File: config.mk
export PLATFORM = sky130hd
export DESIGN_NAME = barrido_display
export DESIGN_NICKNAME = d
export VERILOG_FILES = /design/src/rtl/barrido_display.sv
export SDC_FILE = /design/constraint.sdc
export NUM_CORES = 1
export LEC_CHECK = 0
export ABC_AREA = 1
export CORE_MARGIN = 1.5
export CORE_UTILIZATION = 52
export DETAILED_ROUTE_END_ITERATION = 16
export PLACE_DENSITY_LB_ADDON = 0.2
export SYNTH_ARGS = -nofsm -noshare
export SYNTH_HDL_FRONTEND = slang
export SYNTH_SLANG_ARGS = --single-unit
File: constraint.sdc
create_clock -name i_Clk -period 2 [get_ports i_Clk]
set_clock_uncertainty 0.05 [all_clocks]
set_input_delay 0.2 -clock i_Clk [delete_from_list [all_inputs] [get_ports i_Clk]]
set_output_delay 0.2 -clock i_Clk [all_outputs]
set_load 0.05 [all_outputs]
File: src/rtl/barrido_display.sv
// barrido_display: 4-digit 7-segment scan controller with blanking guard.
// Ports: i_Clk, i_Rst (sync, high), i_En, i_Dato[3:0] in; o_Sel[1:0],
// o_Anodos[3:0], o_Segmentos[6:0] {g..a}, o_Fin_Cuadro out.
// Optional macro ZERO_BLANK_EN blanks leading zeros on digits 3..1.
module barrido_display #(
  parameter int P_DWELL      = 1000,
  parameter int P_GUARD      = 16,
  parameter int P_ANODO_BAJO = 1
) (
  input  logic       i_Clk,
  input  logic       i_Rst,
  input  logic       i_En,
  input  logic [3:0] i_Dato,
  output logic [1:0] o_Sel,
  output logic [3:0] o_Anodos,
  output logic [6:0] o_Segmentos,
  output logic       o_Fin_Cuadro
);

  localparam int CW = $clog2(P_DWELL);
  localparam logic [CW-1:0] LAST  = CW'(P_DWELL - 1);
  localparam logic [CW-1:0] GUARD = CW'(P_GUARD);
  localparam logic [3:0] OFF =
    (P_ANODO_BAJO != 0) ? 4'hF : 4'h0;

  logic [CW-1:0] cnt;
  logic [CW-1:0] cnt_nx;
  logic [1:0]    sel_nx;
  logic [3:0]    an_nx;
  logic [6:0]    seg_dec;
  logic [6:0]    seg_smp;
  logic          wrap;
  logic          muestra;

  function automatic logic [6:0] deco(
    input logic [3:0] d
  );
    logic [6:0] s;
    s = 7'h00;
    unique case (d)
      4'h0: s = 7'h3F;
      4'h1: s = 7'h06;
      4'h2: s = 7'h5B;
      4'h3: s = 7'h4F;
      4'h4: s = 7'h66;
      4'h5: s = 7'h6D;
      4'h6: s = 7'h7D;
      4'h7: s = 7'h07;
      4'h8: s = 7'h7F;
      4'h9: s = 7'h6F;
      4'hA: s = 7'h77;
      4'hB: s = 7'h7C;
      4'hC: s = 7'h39;
      4'hD: s = 7'h5E;
      4'hE: s = 7'h79;
      4'hF: s = 7'h71;
    endcase
    return s;
  endfunction

  always_comb begin
    wrap    = i_En && (cnt == LAST);
    muestra = i_En && (cnt == '0);
    cnt_nx  = cnt;
    sel_nx  = o_Sel;
    if (i_En) begin
      cnt_nx = wrap ? '0 : cnt + CW'(1);
      if (wrap)
        sel_nx = o_Sel - 2'd1;
    end
    // Anodes are registered from the next count so
    // they line up with cnt in the same cycle.
    an_nx = OFF;
    if (i_En && (cnt_nx >= GUARD))
      an_nx = OFF ^ (4'b0001 << sel_nx);
    seg_dec = deco(i_Dato);
  end

`ifdef ZERO_BLANK_EN
  logic flag;
  logic flag_nx;

  always_comb begin
    seg_smp = seg_dec;
    flag_nx = flag;
    if (wrap && (o_Sel == 2'd0)) begin
      flag_nx = 1'b1;
    end else if (muestra && (o_Sel != 2'd0)) begin
      if (flag && (i_Dato == 4'h0))
        seg_smp = 7'h00;
      else
        flag_nx = 1'b0;
    end
  end

  always_ff @(posedge i_Clk) begin
    if (i_Rst)
      flag <= 1'b1;
    else
      flag <= flag_nx;
  end
`else
  always_comb seg_smp = seg_dec;
`endif

  always_ff @(posedge i_Clk) begin
    if (i_Rst) begin
      cnt          <= '0;
      o_Sel        <= 2'd3;
      o_Anodos     <= OFF;
      o_Segmentos  <= 7'h00;
      o_Fin_Cuadro <= 1'b0;
    end else begin
      cnt          <= cnt_nx;
      o_Sel        <= sel_nx;
      o_Anodos     <= an_nx;
      if (muestra)
        o_Segmentos <= seg_smp;
      o_Fin_Cuadro <= wrap && (o_Sel == 2'd0);
    end
  end

endmodule

==> impl_metrics.tcl, run 1 <==
set metrics [dict create \
    cpLargestDelayFamily "buffers and inverters" \
    power_density_nw_per_um2 671 \
    timing.hold.ws_ns 0.464 \
    most_frequent_standard_cell_in_the_layout_excluding_fill_and_tap_cells "nand2_1" \
    vdd_ir_drop_max_uv 575 \
    cts.path.max_buffers 2 \
    vias_per_inst 5.26 \
    grt_max_degree 15 \
    io_buffer_count 20 \
    grt_remaining_overflow 0 \
    clk_root_buffer_cell "clkbuf_4" \
    synth_area_per_cell_um2 7.19 \
    run_status "finished, final reports clean" \
    cp_data_arrival_time_ns 1.57 \
    grt_setup_unrepaired "false" \
    total_setup_violations_reported_at_the_end_of_the_flow 0 \
    clk_transition_reported_paths_ns 0.15 \
    final_layout_size_suffix_gt1_share_pct 9.22 \
    floorplan.die.width_um 53.4 \
    clock_sinks 24 \
    synth_nets 201 \
    drt-wirelength-per-cell_um 11.9 \
    maxClockFrequency_mhz 550 \
    via_count_of_the_first_global_routing_pass 1094 \
    drtPass1Iterations 4 \
    yosys_warnings 0 \
    leakage_nw 0.753 \
    antenna_violating_nets_post_route 0 \
    syn2layout_area_growth_pct 21.2 \
    totalPowerFinal_mw 1.07 \
    endpoint_kind "primary output" \
    finalNetCount 224 \
    finalWorstPathRequiredPeriod_ns 1.82 \
    die-height_um 53.4 \
    cts_repair_resize_count 0 \
    floorplan.rows 18 \
    cp_slowest_stage_delay_ns 0.83 \
    htree_num_levels 1 \
    ios 21 \
    maxSlewHeadroom_pct 66.2 \
    worst_skew_pair.late_latency_ns 0.32 \
    mappedNetlistArea_um2 1320 \
    seqCellArea_um2 480 \
    crit_chain "clkdlybuf4s50_1" \
    core-area_um2 2430 \
    finalHoldViolations 0 \
    post_cts_buffers 0 \
    grt_antenna_before_repair 0 \
    maxSlewViolCount 0 \
    numCtsBuffers 3 \
    num_antenna_cells 0 \
    critPathSlowestCell "clkdlybuf4s50_1" \
    drc 0 \
    drt-initial-drc-count 27 \
    crit_path_max_fanout 3 \
    final_min_period_over_clock_period_pct 90.9 \
    layout_common_cells "nand2_1, inv_1, dfxtp_1, nor2_1, clkdlybuf4s50_1" \
    hp-class "reg2reg" \
    cts_hold_buffers 0 \
    wire_length_of_the_first_global_routing_pass_um 4440 \
    criticalPathCategory "reg2out" \
    grt_util_all_layers_pct 21.4 \
    post_synthesis_instance_total 184 \
    layout.filler_cells 207 \
    setup_tns_ns 0 \
    gp_congestion 0.846 \
    cts_tree "yes" \
    max_cap_viol_count 0 \
    floorplan.initialDensity_pct 54.4 \
    path_buf_inv 1 \
    unique_cell_type_count_in_the_yosys_netlist 25 \
    multi_input_area_um2 716 \
    via_count 1241 \
    routed_wl_um 2820 \
    sequential_cell_area_fraction_in_the_yosys_report_pct 36.3 \
    cp_data_required_time_ns 1.75 \
    ys_ff_latch 24 \
    die_area_um2 2850 \
    worst_pin_slew_ns 0.506 \
    crit_path_start_kind "flip-flop" \
    place_hpwl_um 2160 \
]
-- kinds of logic (layout without fill, tap and decap cells) --
logic type | after synthesis | count (layout) | synth area share [%]
AO/OA/AOI/OAI | 28 | 28 | 11.4
XOR/XNOR | 3 | 3 | 2.55
adder cells (fa/ha/maj) | 10 | 10 | 9.46
buffers and inverters | 31 | 53 | 9.56
flip-flops | 24 | 24 | 36.3
AND/OR/NAND/NOR | 88 | 88 | 30.7
-- per-layer routing --
metal  vias to the layer above  GRT usage, %  part of all wire [%]
met5                         -             0                     0
met4                         0          9.40                   1.1
met3                         4          5.08                   3.7
met2                        30          37.9                    50
met1                       576          24.1                    45
li1                        631             -                     -
-- cell usage after synthesis --
cell | n | share of area [%]
nand3_1 | 13 | 4.9
clkbuf_1 | 1 | 0.28
a211oi_1 | 1 | 0.57
buf_2 | 2 | 0.76
nor3_1 | 3 | 1.1
nor2_2 | 2 | 0.95
nor2_4 | 1 | 0.85
dfxtp_1 | 24 | 36
o21ai_2 | 1 | 0.66
o21ai_0 | 12 | 4.5
nand2_1 | 37 | 11
o21ai_1 | 1 | 0.38
nor2_1 | 21 | 6.0
buf_6 | 1 | 0.85
a31oi_1 | 1 | 0.47
nand2_2 | 3 | 1.4
nand3_2 | 4 | 3.0
ha_1 | 10 | 9.5
a21oi_1 | 11 | 4.2
xor2_2 | 1 | 1.2
a32oi_1 | 1 | 0.66
inv_1 | 27 | 7.7
xor2_1 | 2 | 1.3
nand4_1 | 3 | 1.4
or2_2 | 1 | 0.47
-- final cells by class --
type / count / share of cell area (%)
Sequential cell: 24 / 30.0
Timing Repair Buffer: 22 / 13.4
Inverter: 27 / 6.32
Tap cell: 30 / 2.34
Clock inverter: 1 / 1.87
Clock buffer: 3 / 1.41
Multi-Input combinational cell: 129 / 44.7
-- flip-flops by register name (all words and copies together) (netlist names) --
name / count
cnt: 10
o_Anodos: 4
o_Fin_Cuadro: 1
o_Segmentos: 7
o_Sel: 2
-- metrics by stage --
step / cells / area [um2] / utilization (%) / setup slack (ns)
after floorplan: 184 / 1320 / - / 0.356
after global placement: 232 / 1550 / 63.7 / 0.171
after detailed placement: 232 / 1550 / 63.7 / 0.133
after CTS: 236 / 1600 / 65.9 / 0.165
after global routing: 236 / 1600 / 65.9 / 0.104
final: 236 / 1600 / 65.9 / 0.181
-- final timing paths --
kind         startpoint           to  slack (ns)  cells after the start
max            o_Sel[0]     o_Sel[0]        0.18                      1
min              cnt[1]       cnt[1]        0.46                      2
min reg2reg      cnt[1]       cnt[1]        0.46                      2
max reg2reg      cnt[1]  o_Anodos[1]        0.29                     10
-- power by group --
part | switching (mW) | total, mW | internal [mW]
Sequential | 0.0121 | 0.510 | 0.498
Combinational | 0.134 | 0.205 | 0.0704
Clock | 0.157 | 0.360 | 0.203
Total | 0.304 | 1.07 | 0.771
No activity file was read; power rests on OpenSTA's default activity.
==> run 2: changes to the inputs <==
--- a/config.mk
+++ b/config.mk
@@ -7,7 +7,7 @@
 export LEC_CHECK = 0
 export ABC_AREA = 1
 export CORE_MARGIN = 1.5
-export CORE_UTILIZATION = 52
+export CORE_UTILIZATION = 44
 export DETAILED_ROUTE_END_ITERATION = 16
 export PLACE_DENSITY_LB_ADDON = 0.2
 export SYNTH_ARGS = -nofsm -noshare
==> impl_metrics.tcl, run 2 (same netlist as run 1, synthesis figures left out) <==
set metrics [dict create \
    critPathSlowestCell "clkdlybuf4s50_1" \
    clock_sinks 24 \
    finalNetCount 224 \
    drc 1 \
    violations "DRC" \
    final_util_pct 57.2 \
    floorplan.initialDensity_pct 47.1 \
    number_of_flip_flops_in_the_largest_register 10 \
    numCtsBuffers 3 \
    layout.filler_cells 269 \
    criticalPathCategory "reg2out" \
    grt_remaining_overflow 0 \
    place_hpwl_um 2130 \
    cts.path.max_buffers 2 \
    biggestRegsByFlops "cnt x10, o_Segmentos x7, o_Anodos x4" \
    io_buffer_count 20 \
    grt_antenna_before_repair 0 \
    layout_common_cells "nand2_1, inv_1, dfxtp_1, nor2_1, clkdlybuf4s50_1" \
    drt-initial-drc-count 33 \
    reg2reg_from "cnt[6]" \
    final_layout_size_suffix_gt1_share_pct 9.22 \
    routed_wl_um 2700 \
    crit_chain "clkdlybuf4s50_1" \
    via_count_of_the_first_global_routing_pass 1142 \
    cts_repair_resize_count 0 \
    cp_slowest_stage_delay_ns 0.83 \
    worstSetupStartpoint "o_Sel[0]" \
    antenna_violating_nets_post_route 0 \
    drt-wirelength-per-cell_um 11.4 \
    worst_skew_pair.late_latency_ns 0.31 \
    maxSlewViolCount 0 \
    die-height_um 57.8 \
    worst_pin_slew_ns 0.500 \
    grt_setup_unrepaired "false" \
    vias_per_inst 5.05 \
    cp_data_required_time_ns 1.75 \
    finalHoldViolations 0 \
    total_setup_violations_reported_at_the_end_of_the_flow 0 \
    leakage_nw 0.753 \
    most_frequent_standard_cell_in_the_layout_excluding_fill_and_tap_cells "nand2_1" \
    floorplan.die.width_um 57.8 \
    cts_tree "yes" \
    maxSlewHeadroom_pct 66.6 \
    max_cap_viol_count 0 \
    grt_max_degree 15 \
    path_buf_inv 1 \
    post_cts_buffers 0 \
    power_density_nw_per_um2 663 \
    crit_path_max_fanout 3 \
    floorplan.rows 19 \
    die_area_um2 3340 \
    wire_length_of_the_first_global_routing_pass_um 4730 \
    registers.top_by_ff_count "cnt" \
    ios 21 \
    final_min_period_over_clock_period_pct 90.7 \
    drtPass1Iterations 10 \
    finalWorstPathRequiredPeriod_ns 1.81 \
    cts_hold_buffers 0 \
    worst_hold_startpoint "o_Segmentos[4]" \
    cp_data_arrival_time_ns 1.56 \
    run_status "complete, but fails checks" \
    clk_root_buffer_cell "clkbuf_4" \
    crit_path_start_kind "flip-flop" \
    gp_congestion 0.880 \
    clk_transition_reported_paths_ns 0.14 \
    cpLargestDelayFamily "buffers and inverters" \
    setup_tns_ns 0 \
    vdd_ir_drop_max_uv 300 \
    grt_util_all_layers_pct 17.8 \
    via_count 1198 \
    num_antenna_cells 0 \
    endpoint_kind "primary output" \
    core-area_um2 2810 \
    maxClockFrequency_mhz 551 \
    htree_num_levels 1 \
    hp-class "reg2reg" \
    syn2layout_area_growth_pct 21.3 \
]
## run 2: cell counts in the layout (fill, tap and decap cells not counted)
Identical to the previous run, type by type.
## run 2: final timing paths
check,end,slack [ns],cells past startpoint
setup / recovery,o_Sel[0],0.19,1
hold / removal,o_Segmentos[4],0.46,2
setup reg to reg,o_Anodos[1],0.30,9
hold reg to reg,o_Segmentos[4],0.46,2
## run 2: through the flow
step                      std cells  hold slack [ns]  power [mW]  setup WS, ns  area [um2]
after floorplan                 184            0.312       0.652         0.356        1320
after global placement          233            0.442       0.720         0.194        1550
after detailed placement        233            0.440       0.723         0.164        1550
after CTS                       237            0.459        1.08         0.169        1600
after global routing            237            0.498        1.12        0.0902        1600
final                           237            0.457        1.06         0.187        1600
## run 2: layer usage
metal	GRT usage, %	part of all wire, %	vias up
li1	-	-	633
met1	21.4	45	538
met2	31.3	51	25
met3	2.68	3.0	2
met4	7.64	1.0	0
met5	0	0	-
## run 2: layout make-up
class                      count  area, um2  area share, %
multi-input combinational    129        716           44.6
clock inverter                 1       30.0           1.87
sequential                    24        480           30.0
inverter                      27        101           6.32
tap                           31       38.8           2.42
clock buffer                   3       22.5           1.40
timing repair buffer          22        215           13.4
## run 2: power by group
group / internal (mW) / total, mW / switching, mW
registers: 0.498 / 0.509 / 0.0114
logic: 0.0701 / 0.203 / 0.132
clock network: 0.202 / 0.352 / 0.149
